==> config.mk <==
export PLATFORM = sky130hd
export DESIGN_NAME = uart_tx_arbiter
export DESIGN_NICKNAME = d
export VERILOG_FILES = /design/src/rtl/uart_tx_arb_pkg.sv /design/src/rtl/uart_tx_arbiter_rr_pick.sv /design/src/rtl/uart_tx_arbiter.sv
export SDC_FILE = /design/constraint.sdc
export NUM_CORES = 1
export LEC_CHECK = 0
export BUFFER_PORTS_ARGS = -buffer_cell sky130_fd_sc_hd__buf_2
export CORE_UTILIZATION = 39
export DETAILED_ROUTE_END_ITERATION = 10
export PLACE_DENSITY = 0.84
export SLEW_MARGIN = 30
export SYNTH_ARGS = -nofsm -noshare
export SYNTH_HDL_FRONTEND = slang
export SYNTH_HIERARCHICAL = 1
export SYNTH_SLANG_ARGS = --single-unit
export TNS_END_PERCENT = 10
==> constraint.sdc <==
create_clock -name i_clk -period 3.6 [get_ports i_clk]
set_input_delay 0.18 -clock i_clk [delete_from_list [all_inputs] [get_ports i_clk]]
set_output_delay 0.18 -clock i_clk [all_outputs]
set_load 0.005 [all_outputs]
==> src/rtl/uart_tx_arb_pkg.sv <==
// uart_tx_arb_pkg: shared FSM states, grant-index width, source limit and the round-robin pointer helper
package uart_tx_arb_pkg;
    typedef enum logic {IDLE, GRANT} state_t;
    localparam int GID_W = 3;
    localparam int MAX_REQ = 8;
    function automatic logic [GID_W-1:0] next_rr(input logic [GID_W-1:0] ptr, input int n);
        return (int'(ptr) + 1 >= n) ? '0 : ptr + 1'b1;
    endfunction
endpackage

==> src/rtl/uart_tx_arbiter_rr_pick.sv <==
// rr_pick: first set request at or above the pointer, wrapping past the top source
module rr_pick
    import uart_tx_arb_pkg::*;
#(
    parameter int NUM_REQ = 2
) (
    input  logic [NUM_REQ-1:0] i_req,
    input  logic [GID_W-1:0]   i_ptr,
    output logic               o_found,
    output logic [GID_W-1:0]   o_idx
);
    logic [NUM_REQ-1:0] w_sh;
    assign o_found = |i_req;
    // scan from the farthest offset down so the nearest requester wins
    always_comb begin
        o_idx = '0;
        w_sh = '0;
        for (int k = NUM_REQ - 1; k >= 0; k--) begin
            w_sh = i_req >> ((int'(i_ptr) + k) % NUM_REQ);
            if (w_sh[0]) o_idx = GID_W'((int'(i_ptr) + k) % NUM_REQ);
        end
    end
endmodule

==> src/rtl/uart_tx_arbiter.sv <==
// uart_tx_arbiter: round-robin, burst-locking share of the UART TX word channel; watchdog under UART_TX_ARB_TIMEOUT_EN
module uart_tx_arbiter
    import uart_tx_arb_pkg::*;
#(
    parameter int NUM_REQ        = 2,
    parameter int WORD_WIDTH     = 16,
    parameter int MAX_BURST      = 0,
    parameter int TIMEOUT_CYCLES = 1024
) (
    input  logic                          i_clk,
    input  logic                          i_rst_n,
    input  logic                          i_enable,
    input  logic [NUM_REQ*WORD_WIDTH-1:0] i_req_word,
    input  logic [NUM_REQ-1:0]            i_req_valid,
    output logic [NUM_REQ-1:0]            o_req_ack,
    output logic [WORD_WIDTH-1:0]         o_tx_word,
    output logic                          o_tx_word_valid,
    input  logic                          i_tx_ack,
    output logic [GID_W-1:0]              o_grant_id,
    output logic                          o_busy,
    output logic                          o_timeout_error,
    input  logic                          i_clear_error
);
    localparam int BW = (MAX_BURST > 0) ? $clog2(MAX_BURST + 1) : 1;

    if (NUM_REQ < 2 || NUM_REQ > MAX_REQ) begin : g_bad_num_req
        $error("NUM_REQ out of range");
    end

    state_t           r_state, w_next_state;
    logic [GID_W-1:0] r_rr_ptr, r_grant_id, w_pick_idx;
    logic [BW-1:0]    r_burst_cnt;
    logic             w_found, w_grant, w_gvalid, w_ack, w_burst_done, w_wd_fire, w_leave;

    rr_pick #(.NUM_REQ(NUM_REQ)) u_pick (
        .i_req   (i_req_valid),
        .i_ptr   (r_rr_ptr),
        .o_found (w_found),
        .o_idx   (w_pick_idx)
    );

    assign w_grant         = r_state == GRANT;
    assign w_gvalid        = |(i_req_valid & (NUM_REQ'(1) << r_grant_id));
    assign o_tx_word       = w_grant ? WORD_WIDTH'(i_req_word >> (r_grant_id * WORD_WIDTH)) : '0;
    assign o_tx_word_valid = w_grant & w_gvalid & i_enable;
    assign w_ack           = o_tx_word_valid & i_tx_ack;
    assign o_req_ack       = w_ack ? NUM_REQ'(1) << r_grant_id : '0;
    assign w_burst_done    = (MAX_BURST != 0) && w_ack && (32'(r_burst_cnt) + 1 >= MAX_BURST);
    assign w_leave         = ~w_gvalid | w_burst_done | w_wd_fire;
    assign o_grant_id      = r_grant_id;
    assign o_busy          = w_grant;

    // next state: arbitrate when idle, drop the lock on release; frozen while disabled
    always_comb begin
        w_next_state = r_state;
        if (i_enable) w_next_state = (r_state == IDLE) ? (w_found ? GRANT : IDLE) : (w_leave ? IDLE : GRANT);
    end

    // state, grant index, burst count and round-robin pointer
    always_ff @(posedge i_clk or negedge i_rst_n) begin
        if (!i_rst_n) begin
            r_state     <= IDLE;
            r_rr_ptr    <= '0;
            r_grant_id  <= '0;
            r_burst_cnt <= '0;
        end else if (i_enable) begin
            r_state <= w_next_state;
            if (!w_grant && w_found) begin
                r_grant_id  <= w_pick_idx;
                r_burst_cnt <= '0;
            end else if (w_ack && r_burst_cnt != '1) begin
                r_burst_cnt <= r_burst_cnt + 1'b1;
            end
            if (w_grant && w_leave) r_rr_ptr <= next_rr(r_grant_id, NUM_REQ);
        end
    end

`ifdef UART_TX_ARB_TIMEOUT_EN
    localparam int WW = $clog2(TIMEOUT_CYCLES + 1);
    logic [WW-1:0] r_wd_cnt;
    logic          r_timeout_error;
    assign w_wd_fire       = o_tx_word_valid & ~i_tx_ack & (32'(r_wd_cnt) == TIMEOUT_CYCLES - 1);
    assign o_timeout_error = r_timeout_error;

    // stall watchdog: counts unacked presented cycles, sticky error where a new timeout beats clear
    always_ff @(posedge i_clk or negedge i_rst_n) begin
        if (!i_rst_n) begin
            r_wd_cnt        <= '0;
            r_timeout_error <= 1'b0;
        end else if (i_enable) begin
            r_wd_cnt        <= (o_tx_word_valid & ~i_tx_ack) ? r_wd_cnt + 1'b1 : '0;
            r_timeout_error <= w_wd_fire | (r_timeout_error & ~i_clear_error);
        end
    end
`else
    assign w_wd_fire       = 1'b0;
    assign o_timeout_error = i_clear_error & (TIMEOUT_CYCLES < 0);
`endif
endmodule
==> results.py <==
metrics = {
    "worst_hold_path": {
        "hp-class": "input pin to flop",
    },
    "sta": {
        "clock_skew_ps": 6.63,
        "slew_headroom": 0.611,
        "setup_tns_ps": 0,
        "hold_viol": 0,
        "finalCritPeriodShare": 0.511,
        "max_clock_freq_mhz": 543,
        "rsz0062_at_grt": "false",
        "drv_slew": 0,
        "finalHoldWorstSlack_ps": 243,
        "tightest_slew_ps": 584,
        "period_needed_ps": 1840,
        "setup_viol_count_final": 0,
    },
    "synthesis": {
        "yosys_warnings": 6,
        "netlist_area_um2": 594,
        "syn_avg_cell_area_um2": 8.49,
        "syn_inst": 70,
    },
    "critical_path": {
        "critPathRequiredTime_ps": 3420,
        "criticalPathCategory": "flop to primary output",
        "arrival_ps": 1660,
        "critPathTopFamily": "flip-flops",
        "cp-end-kind": "primary output",
        "path_buf_inv": 1,
        "cp_slowest_stage_delay_ps": 740,
        "worstPathMaxFanout": 24,
        "cp-start-kind": "flop",
        "cp_cell_sequence": "mux2_4 -> nand4_1 -> nor2_1 -> buf_2",
        "crit_path_top_delay_cell": "dfrtp_2",
    },
    "pwr": {
        "ir_drop_mv": 0.433,
        "combPwrFrac": 0.577,
        "leakagePower_nw": 0.538,
        "pwr-share-clk": 0.124,
        "p_int_w": 0.000297,
        "power.density_mw_per_mm2": 569,
        "switching_share": 0.429,
        "switching_power_w": 0.000223,
        "power_frac_seq": 0.299,
    },
    "run": {
        "cap_violations": 0,
    },
    "layout": {
        "diodes": 0,
        "final_cell_count_no_fill": 145,
        "design_area_um2": 912,
        "syn2layout_area_growth_pct": 53.5,
        "drive_gt1_frac": 0.523,
        "nets": 172,
    },
    "floorplanning": {
        "die_x_um": 41.0,
        "initial_utilization": 0.435,
        "fp.coreArea_mm2": 0.00137,
        "top_level_ports": 63,
        "die_area_mm2": 0.00168,
        "fp.dieH_um": 41.0,
        "row_count": 13,
    },
    "cts": {
        "clock_tree.buffer_depth": 2,
        "cts-root-buf": "clkbuf_4",
        "htreeDepth": 1,
        "clock_latency_ps": 230,
        "cts_tree": "built",
        "cts_sinks": 5,
        "postCtsSetupRepairBufs": 0,
        "clk_pin_slew_ps": 50,
        "cts_buffers": 3,
    },
    "global_routing": {
        "grt.overflow.total": 0,
        "track_usage": 0.159,
        "antenna_found_initial": 0,
        "grt_max_degree": 25,
        "grt_pass1_vias": 430,
        "grt_pass1_wl_um": 1820,
    },
    "routing": {
        "drt_iter0_drc": 9,
        "drcViolationCount": 0,
        "routed_wl_um": 1540,
        "firstDrtPassIters": 4,
        "wl_per_cell_um": 10.6,
        "vias_per_cell": 4.71,
        "vias": 683,
        "ant_nets": 0,
    },
    "status": {
        "outcome": "finished clean",
    },
    "placed_design": {
        "place_inst": 140,
        "gp_congestion": 0.736,
        "dpl-instance-area_um2": 875,
        "numPortBuffers": 60,
        "dpl.hpwl_um": 1190,
    },
}
cell usage in the layout, fill, tap and decap left out:
cell and instances:
nor4b_1 1, nand4_1 1, and2_1 1, and3_1 1, mux2i_1 16, a21boi_4 1, mux2_2 1, clkbuf_1 1
nand3b_1 1, buf_2 60, nor2_2 1, nor2_1 19, or2_1 1, dlygate4sd3_1 1, conb_1 3, nand2_1 1
ha_1 2, dfrtp_2 1, xor2_1 1, a21boi_1 1, inv_1 3, dfrtp_1 4, a21oi_1 1, mux2_4 1
clkbuf_4 3, mux2_1 3
metal layers:
metal  up-vias  share of wire  GRT usage
met3         0          0.098     0.0163
met2        43           0.50      0.297
met5         -              0          0
met4         0              0     0.0250
met1       292           0.40      0.195
li1        348              -          -
power groups by stage:
| stage | Combinational, W | Sequential, W | Clock, W |
|---|---|---|---|
| 6_report | 0.000300 | 0.000155 | 0.0000643 |
| 5_1_grt | 0.000335 | 0.000163 | 0.0000695 |
| 4_1_cts | 0.000305 | 0.000154 | 0.0000661 |
| 3_5_place_dp | 0.000302 | 0.000154 | 0 |
| 3_3_place_gp | 0.000290 | 0.000153 | 0 |
| 2_1_floorplan | 0.000239 | 0.000113 | 0 |
worst paths after layout:
check	start	end	slack (ps)	cells after the start
setup / recovery	o_grant_id[0]$_DFFE_PN0P_	o_req_ack[0]	1760	4
hold / removal	i_enable	o_busy$_DFFE_PN0P_	240	3
setup reg to reg	o_grant_id[0]$_DFFE_PN0P_	r_rr_ptr[0]$_DFFE_PN0P_	1870	3
hold reg to reg	r_rr_ptr[0]$_DFFE_PN0P_	r_rr_ptr[0]$_DFFE_PN0P_	490	1
max in group asynchronous	i_rst_n	o_grant_id[0]$_DFFE_PN0P_	3140	2
min in group asynchronous	i_rst_n	o_grant_id[1]$_DFFE_PN0P_	320	2
repair_timing:
action	4_1_cts	5_1_grt
hold endpoints to repair	5	0
gates resized for setup	0	0
hold buffers	1	0
registers in the layout, indices dropped and copies added (netlist names):
name / cells
r_rr_ptr: 1
o_grant_id: 3
o_busy: 1
metrics by stage:
stage | setup WS (ps) | util | total power (W)
6_report | 1760 | 0.668 | 0.000519
4_1_cts | 1410 | 0.667 | 0.000525
2_1_floorplan | 2240 | - | 0.000352
5_1_grt | 1670 | 0.668 | 0.000567
3_3_place_gp | 1600 | 0.640 | 0.000442
3_5_place_dp | 1570 | 0.640 | 0.000456
final cells by class:
class                      instances  area [um^2]
tap                               15         18.8
inverter                           3         11.3
sequential                         5          126
multi-input combinational         57          419
fill                             129          454
clock buffer                       4         26.3
timing repair buffer              61          310
worst register-to-register path, cell delays in order (launching register included):
cell      delay, ps
dfrtp_2         740
mux2_4          380
a21boi_4        160
mux2_1          320
Power figures use the tool's default switching activity.
